## src/rtl/demux_pkg.sv

```systemverilog
// Channel codes shared by the four-way split and gather blocks.
package demux_pkg;

  typedef logic [1:0] ch_t;

  localparam ch_t CH_A = 2'b00;
  localparam ch_t CH_B = 2'b01;
  localparam ch_t CH_C = 2'b10;
  localparam ch_t CH_D = 2'b11;

endpackage

```

## src/rtl/rr_arbiter4.sv

```systemverilog
// Four-way arbiter: round-robin with a registered pointer when MUX_GATHER_RR_EN
// is defined, otherwise combinational fixed priority A > B > C > D.
module rr_arbiter4
  import demux_pkg::*;
(
  input  logic       clk,
  input  logic       rst,
  input  logic [3:0] req,
  input  logic       advance,
  output logic [3:0] grant,
  output ch_t        grant_idx
);

`ifdef MUX_GATHER_RR_EN
  ch_t  ptr;
  ch_t  cand;
  logic found;

  // Search starts at the pointer and wraps through all four channels
  always_comb begin
    grant     = '0;
    grant_idx = ptr;
    found     = 1'b0;
    cand      = ptr;
    for (int i = 0; i < 4; i++) begin
      cand = ptr + ch_t'(i);
      if (!found && req[cand]) begin
        found       = 1'b1;
        grant[cand] = 1'b1;
        grant_idx   = cand;
      end
    end
  end

  always_ff @(posedge clk) begin
    if (rst) begin
      ptr <= CH_A;
    end else if (advance) begin
      ptr <= grant_idx + 2'd1;
    end
  end
`else
  logic unused_ctl;
  assign unused_ctl = ^{clk, rst, advance};

  always_comb begin
    grant     = '0;
    grant_idx = CH_A;
    if (req[0]) begin
      grant[0]  = 1'b1;
      grant_idx = CH_A;
    end else if (req[1]) begin
      grant[1]  = 1'b1;
      grant_idx = CH_B;
    end else if (req[2]) begin
      grant[2]  = 1'b1;
      grant_idx = CH_C;
    end else if (req[3]) begin
      grant[3]  = 1'b1;
      grant_idx = CH_D;
    end
  end
`endif

endmodule

```

## src/rtl/mux_gather.sv

```systemverilog
// Four-to-one gathering mux with a single registered output beat and channel tag.
// Arbitration mode selected by MUX_GATHER_RR_EN (round-robin) or fixed priority.
module mux_gather
  import demux_pkg::*;
#(
  parameter int DATA_W = 8
) (
  input  logic              clk,
  input  logic              rst,
  input  logic [DATA_W-1:0] a_data,
  input  logic [DATA_W-1:0] b_data,
  input  logic [DATA_W-1:0] c_data,
  input  logic [DATA_W-1:0] d_data,
  input  logic              a_valid,
  input  logic              b_valid,
  input  logic              c_valid,
  input  logic              d_valid,
  output logic              a_ready,
  output logic              b_ready,
  output logic              c_ready,
  output logic              d_ready,
  output logic [DATA_W-1:0] out_data,
  output logic [1:0]        out_sel,
  output logic              out_valid,
  input  logic              out_ready
);

  logic [3:0]        req;
  logic [3:0]        grant;
  logic [3:0]        rdy;
  ch_t               grant_idx;
  logic              ld;
  logic              accept;
  logic [DATA_W-1:0] din;

  logic [DATA_W-1:0] data_p0;
  ch_t               sel_p0;
  logic              vld_p0;

  assign req    = {d_valid, c_valid, b_valid, a_valid};
  assign ld     = !vld_p0 || out_ready;
  // Readies are forced low during reset so nothing is taken and then dropped
  assign rdy    = grant & {4{ld && !rst}};
  assign accept = |rdy;

  assign a_ready = rdy[0];
  assign b_ready = rdy[1];
  assign c_ready = rdy[2];
  assign d_ready = rdy[3];

  rr_arbiter4 u_arb (
    .clk       (clk),
    .rst       (rst),
    .req       (req),
    .advance   (accept),
    .grant     (grant),
    .grant_idx (grant_idx)
  );

  always_comb begin
    din = a_data;
    case (grant_idx)
      CH_A: din = a_data;
      CH_B: din = b_data;
      CH_C: din = c_data;
      CH_D: din = d_data;
      default: din = a_data;
    endcase
  end

  // Stage p0: output holding register
  always_ff @(posedge clk) begin
    if (rst) begin
      vld_p0  <= 1'b0;
      data_p0 <= '0;
      sel_p0  <= CH_A;
    end else if (ld) begin
      vld_p0 <= accept;
      if (accept) begin
        data_p0 <= din;
        sel_p0  <= grant_idx;
      end
    end
  end

  assign out_data  = data_p0;
  assign out_sel   = sel_p0;
  assign out_valid = vld_p0;

endmodule

```

## config.mk

```make
export PLATFORM = sky130hd
export DESIGN_NAME = mux_gather
export DESIGN_NICKNAME = d
export VERILOG_FILES = /design/src/rtl/demux_pkg.sv /design/src/rtl/rr_arbiter4.sv /design/src/rtl/mux_gather.sv
export SDC_FILE = /design/constraint.sdc
export NUM_CORES = 1
export LEC_CHECK = 0
export BUFFER_PORTS_ARGS = -buffer_cell sky130_fd_sc_hd__buf_2
export CAP_MARGIN = 20
export CORE_MARGIN = 2
export CORE_UTILIZATION = 42
export DETAILED_ROUTE_END_ITERATION = 7
export PLACE_DENSITY_LB_ADDON = 0.2
export SKIP_CTS_REPAIR_TIMING = 1
export SYNTH_ARGS = -nofsm -noshare
export SYNTH_HDL_FRONTEND = slang
export SYNTH_HIERARCHICAL = 1
export SYNTH_SLANG_ARGS = --single-unit
```

## constraint.sdc

```tcl
create_clock -name clk -period 2.95 [get_ports clk]
set_input_delay 0.295 -clock clk [delete_from_list [all_inputs] [get_ports clk]]
set_output_delay 0.295 -clock clk [all_outputs]
set_load 0.02 [all_outputs]
```

# Word-level counts from Yosys, hierarchy flattened
# Index checks and enable logic that the tools add are counted.
# Widths: inputs -> output; s select.
[classes]
eq_ne = 3
muxes = 12
bitwise = 1
reduce_logical = 7
[ops]
columns = ["operator", "n"]
rows = [
  ["$pmux 8 s4", 1],
  ["$mux 2", 5],
  ["$mux 1", 5],
  ["$and 4x4->4", 1],
  ["$eq 2x2->1 const B", 2],
  ["$reduce_or 4->1", 1],
  ["$mux 3", 1],
  ["$eq 2x1->1 const B", 1],
  ["$logic_not 1->1", 2],
  ["$logic_not 2->1", 1],
  ["$reduce_and 2->1", 1],
  ["$logic_and 1x1->1", 1],
  ["$logic_or 1x1->1", 1],
]
[word_totals]
ff_bits = 11
output_inout_bits = 15
word_cells = 26

# Logic depth before layout (Yosys ltp)
[depth]
depth_word = 7
depth_mapped = 6
depth_no_buf = 5

# Modules after synthesis
# Netlist, hierarchy kept.
[by_module_without_submodules]
columns = ["module", "instances", "cells_each", "area_each_um2", "seq_area_each_um2"]
rows = [
  ["mux_gather", 1, 68, 684.4, 220.2],
  ["rr_arbiter4", 1, 9, 60.1, 0.0],
]

# Worst setup path before layout
# OpenSTA, ideal clock, no wires.
[synth_path]
path_kind = "input -> register"
start = "in c_valid"
end = "reg data_p0[0] (netlist: out_data[0])"
t_arrival_ps = 1451
required_time_ps = 2833
path_slack_ps = 1382
path_stages = 6
n_path_buf = 1
cell_sequence = "nand2b_4 -> a21oi_1 -> buf_2 -> mux4_2 -> nand4_1 -> nand2_1"
[synth_via]
word_cells_on_any_way = 15
classes_between = "3 x eq/ne; 8 x mux; 1 x bitwise; 3 x reduce/logical"
[synth_rtl]
columns = ["item", "line", "source"]
rows = [
  ["start: declaration", "mux_gather.sv:16", "input logic c_valid,"],
  ["$mux 2 (*)", "rr_arbiter4.sv:55", "end else if (req[2]) begin"],
  ["$mux 2 (*)", "rr_arbiter4.sv:52", "end else if (req[1]) begin"],
  ["$mux 2 (*)", "rr_arbiter4.sv:49", "if (req[0]) begin"],
  ["net grant_idx[0]", "mux_gather.sv:31", "ch_t grant_idx;"],
  ["$eq 2x2->1, or another cell as far along", "mux_gather.sv:62", "case (grant_idx)"],
  ["$pmux 8 s4 (*)", "mux_gather.sv:62", ""],
  ["end signal: assignment", "mux_gather.sv:80", "data_p0 <= din;"],
  ["end: declaration", "mux_gather.sv:36", "logic [DATA_W-1:0] data_p0;"],
]
# Mark *: on every way through the listed nets, which the timed path passes. The rest lies on a longest branch.
# A chain may end at the register's enable or synchronous reset.

# Final worst setup path
[layout_path]
start = "in c_valid"
end = "reg data_p0[6] (netlist: out_data[6])"
# The elaborated chain is that of the path after synthesis.

==> results.md <==
- Final setup fails: 0
- H-tree depth: 1
- Vias/cell: between 5 and 6
- CP max stage cell: mux4_2
- # DRC: 0
- Placer Congestion: 0.730
- First-pass GRT wire length: about 3100 um
- CP peak stage delay: around 0.5 ns
- Final hold viol count: 0
- DP Area: about 1000 um^2
- Largest net degree at the start of global routing: 23
- Port bufs: 53
- Worst clock skew: about 0.00057 ns
- Synthesized Nets: between 100 and 150
- Mean Syn Cell Area: between 9 and 10 um^2
- Initial Util: 0.438
- Fin. max-slew vios: 0
- Detailed Route Iter0 Violations: 10
- VDD IR-drop max: 0.000150 V
- Total gr overflow: 0
- Number of top-level pins: 54
- Post-Layout Cell Count: between 100 and 150
- Outcome: finished, final reports clean
- Layout cells sized above 1: 0.556
- Critical Path RT: between 3 and 4 ns
- Total power divided by cell area: 394 mW/mm^2
- Area added between synthesis and finish: 38.6%
- Routed wire per std cell: 13.5 um
- RSZ-0062 raised after global routing: no
- DR vias: approximately 800
- Placed insts: roughly 140
- DR pass1 iterations: 4
- Initial antenna violation count: 0
- Startpoint types: input port
- CP cell instances: buf_2, nand2b_4, a21oi_1, buf_4, mux4_2, nand4_1, nand2_1
- Final min period: approximately 1.7 ns
- Hold Crit Class: input port to flop
- CTS Buf Count: 3
- ANT nets after route: 0
- Worst slew margin: 0.325
- Clk buf depth: 2
- Die area: around 0.0021 mm^2
- Mapped cell area: approximately 740 um^2
- Vias in the first global route: ~710
- Site row count: 15
- Critical path fanouts, max: 6
- Antenna diodes: 0
- Arr. time, crit path: 1.86 ns
- Clk pin slew, worst setup/hold paths: approximately 0.070 ns
- Most frequent cells in the layout: buf_2, dfxtp_1, nand4_1
- CTS tree: yes
- Die W: ~46 um
- Post-route cell area: roughly 0.001 mm^2
- Die height: around 46 um
- Sink Count: 11
- Core Area: between 0.0015 and 0.002 mm^2
- # fillers: approximately 180
- Final #Nets: about 170
- Worst slew pin tran: approximately 1 ns
- Setup TNS: 0 ns
- Clk root buf: clkbuf_4
- Lkg Pwr: ~0.52 nW
- Routed Wire Length: a little under 2000 um
- Reg2Reg Setup Slack: between 1.5 and 2 ns
- Seq. cell area: 220 um^2
- Mapped Cells: 76
- Warnings from Yosys: 6
- Most common cell after layout, fill and taps aside: buf_2
- Area of the multi-input gates: 469 um^2
- Crit path capture type: flop
- Clk_lat worst skew: between 0.2 and 0.3 ns
- Max Freq: just under 600 MHz
- Total power: between 0.0004 and 0.0005 W
- Kind of critical path: input port to flop
- Period utilization: 0.572
- Hpwl dp: approximately 1500 um
- Max Cap Viol: 0
- Total GRT Usage: 0.208
==> routing by layer <==
layer / wire (um) / global-route usage / vias up
met5: 0 / 0 / -
met4: 53 / 0.120 / 0
met3: 134 / 0.0397 / 5
met2: 1030 / 0.353 / 31
met1: 717 / 0.241 / 371
li1: - / - / 398
==> worst max-delay path, delay by kind of cell <==
family | cells | cell delay (ns)
mux | 1 | 0.50
buf+inv | 2 | 0.37
compound gates | 1 | 0.38
simple gates | 3 | 0.32
==> area by class of cell <==
type | count | area share
timing repair buffer | 55 | 0.274
clock buffer | 4 | 0.0256
inverter | 2 | 0.00733
multi-input combinational | 54 | 0.458
tap | 17 | 0.0208
sequential | 11 | 0.215
==> registers in the layout (all words and copies together), names as in the netlist <==
| name | count |
|---|---|
| out_data | 8 |
| out_valid | 1 |
| out_sel | 2 |
==> path summary, 6_finish.rpt <==
| kind | to | from | depth (start not counted) |
|---|---|---|---|
| setup / recovery | out_data[6] | c_valid | 7 |
| hold / removal | out_sel[0] | rst | 2 |
| setup reg to reg | out_sel[0] | out_valid | 3 |
| hold reg to reg | out_sel[1] | out_sel[1] | 2 |
==> power by group <==
part / internal [W] / switching [W]
Combinational: 0.0000605 / 0.0000677
Clock: 0.0000525 / 0.0000555
Sequential: 0.000162 / 0.00000595
Total: 0.000275 / 0.000129
==> metrics by stage <==
step / hold WS [ns] / util / setup WS (ns)
floorplan: 0.364 / - / 1.38
global placement: 0.457 / 0.591 / 1.00
detailed placement: 0.463 / 0.591 / 0.961
CTS: 0.246 / 0.607 / 1.24
global route: 0.244 / 0.607 / 1.14
finish: 0.248 / 0.607 / 1.26
Power figures use the tool's default switching activity.
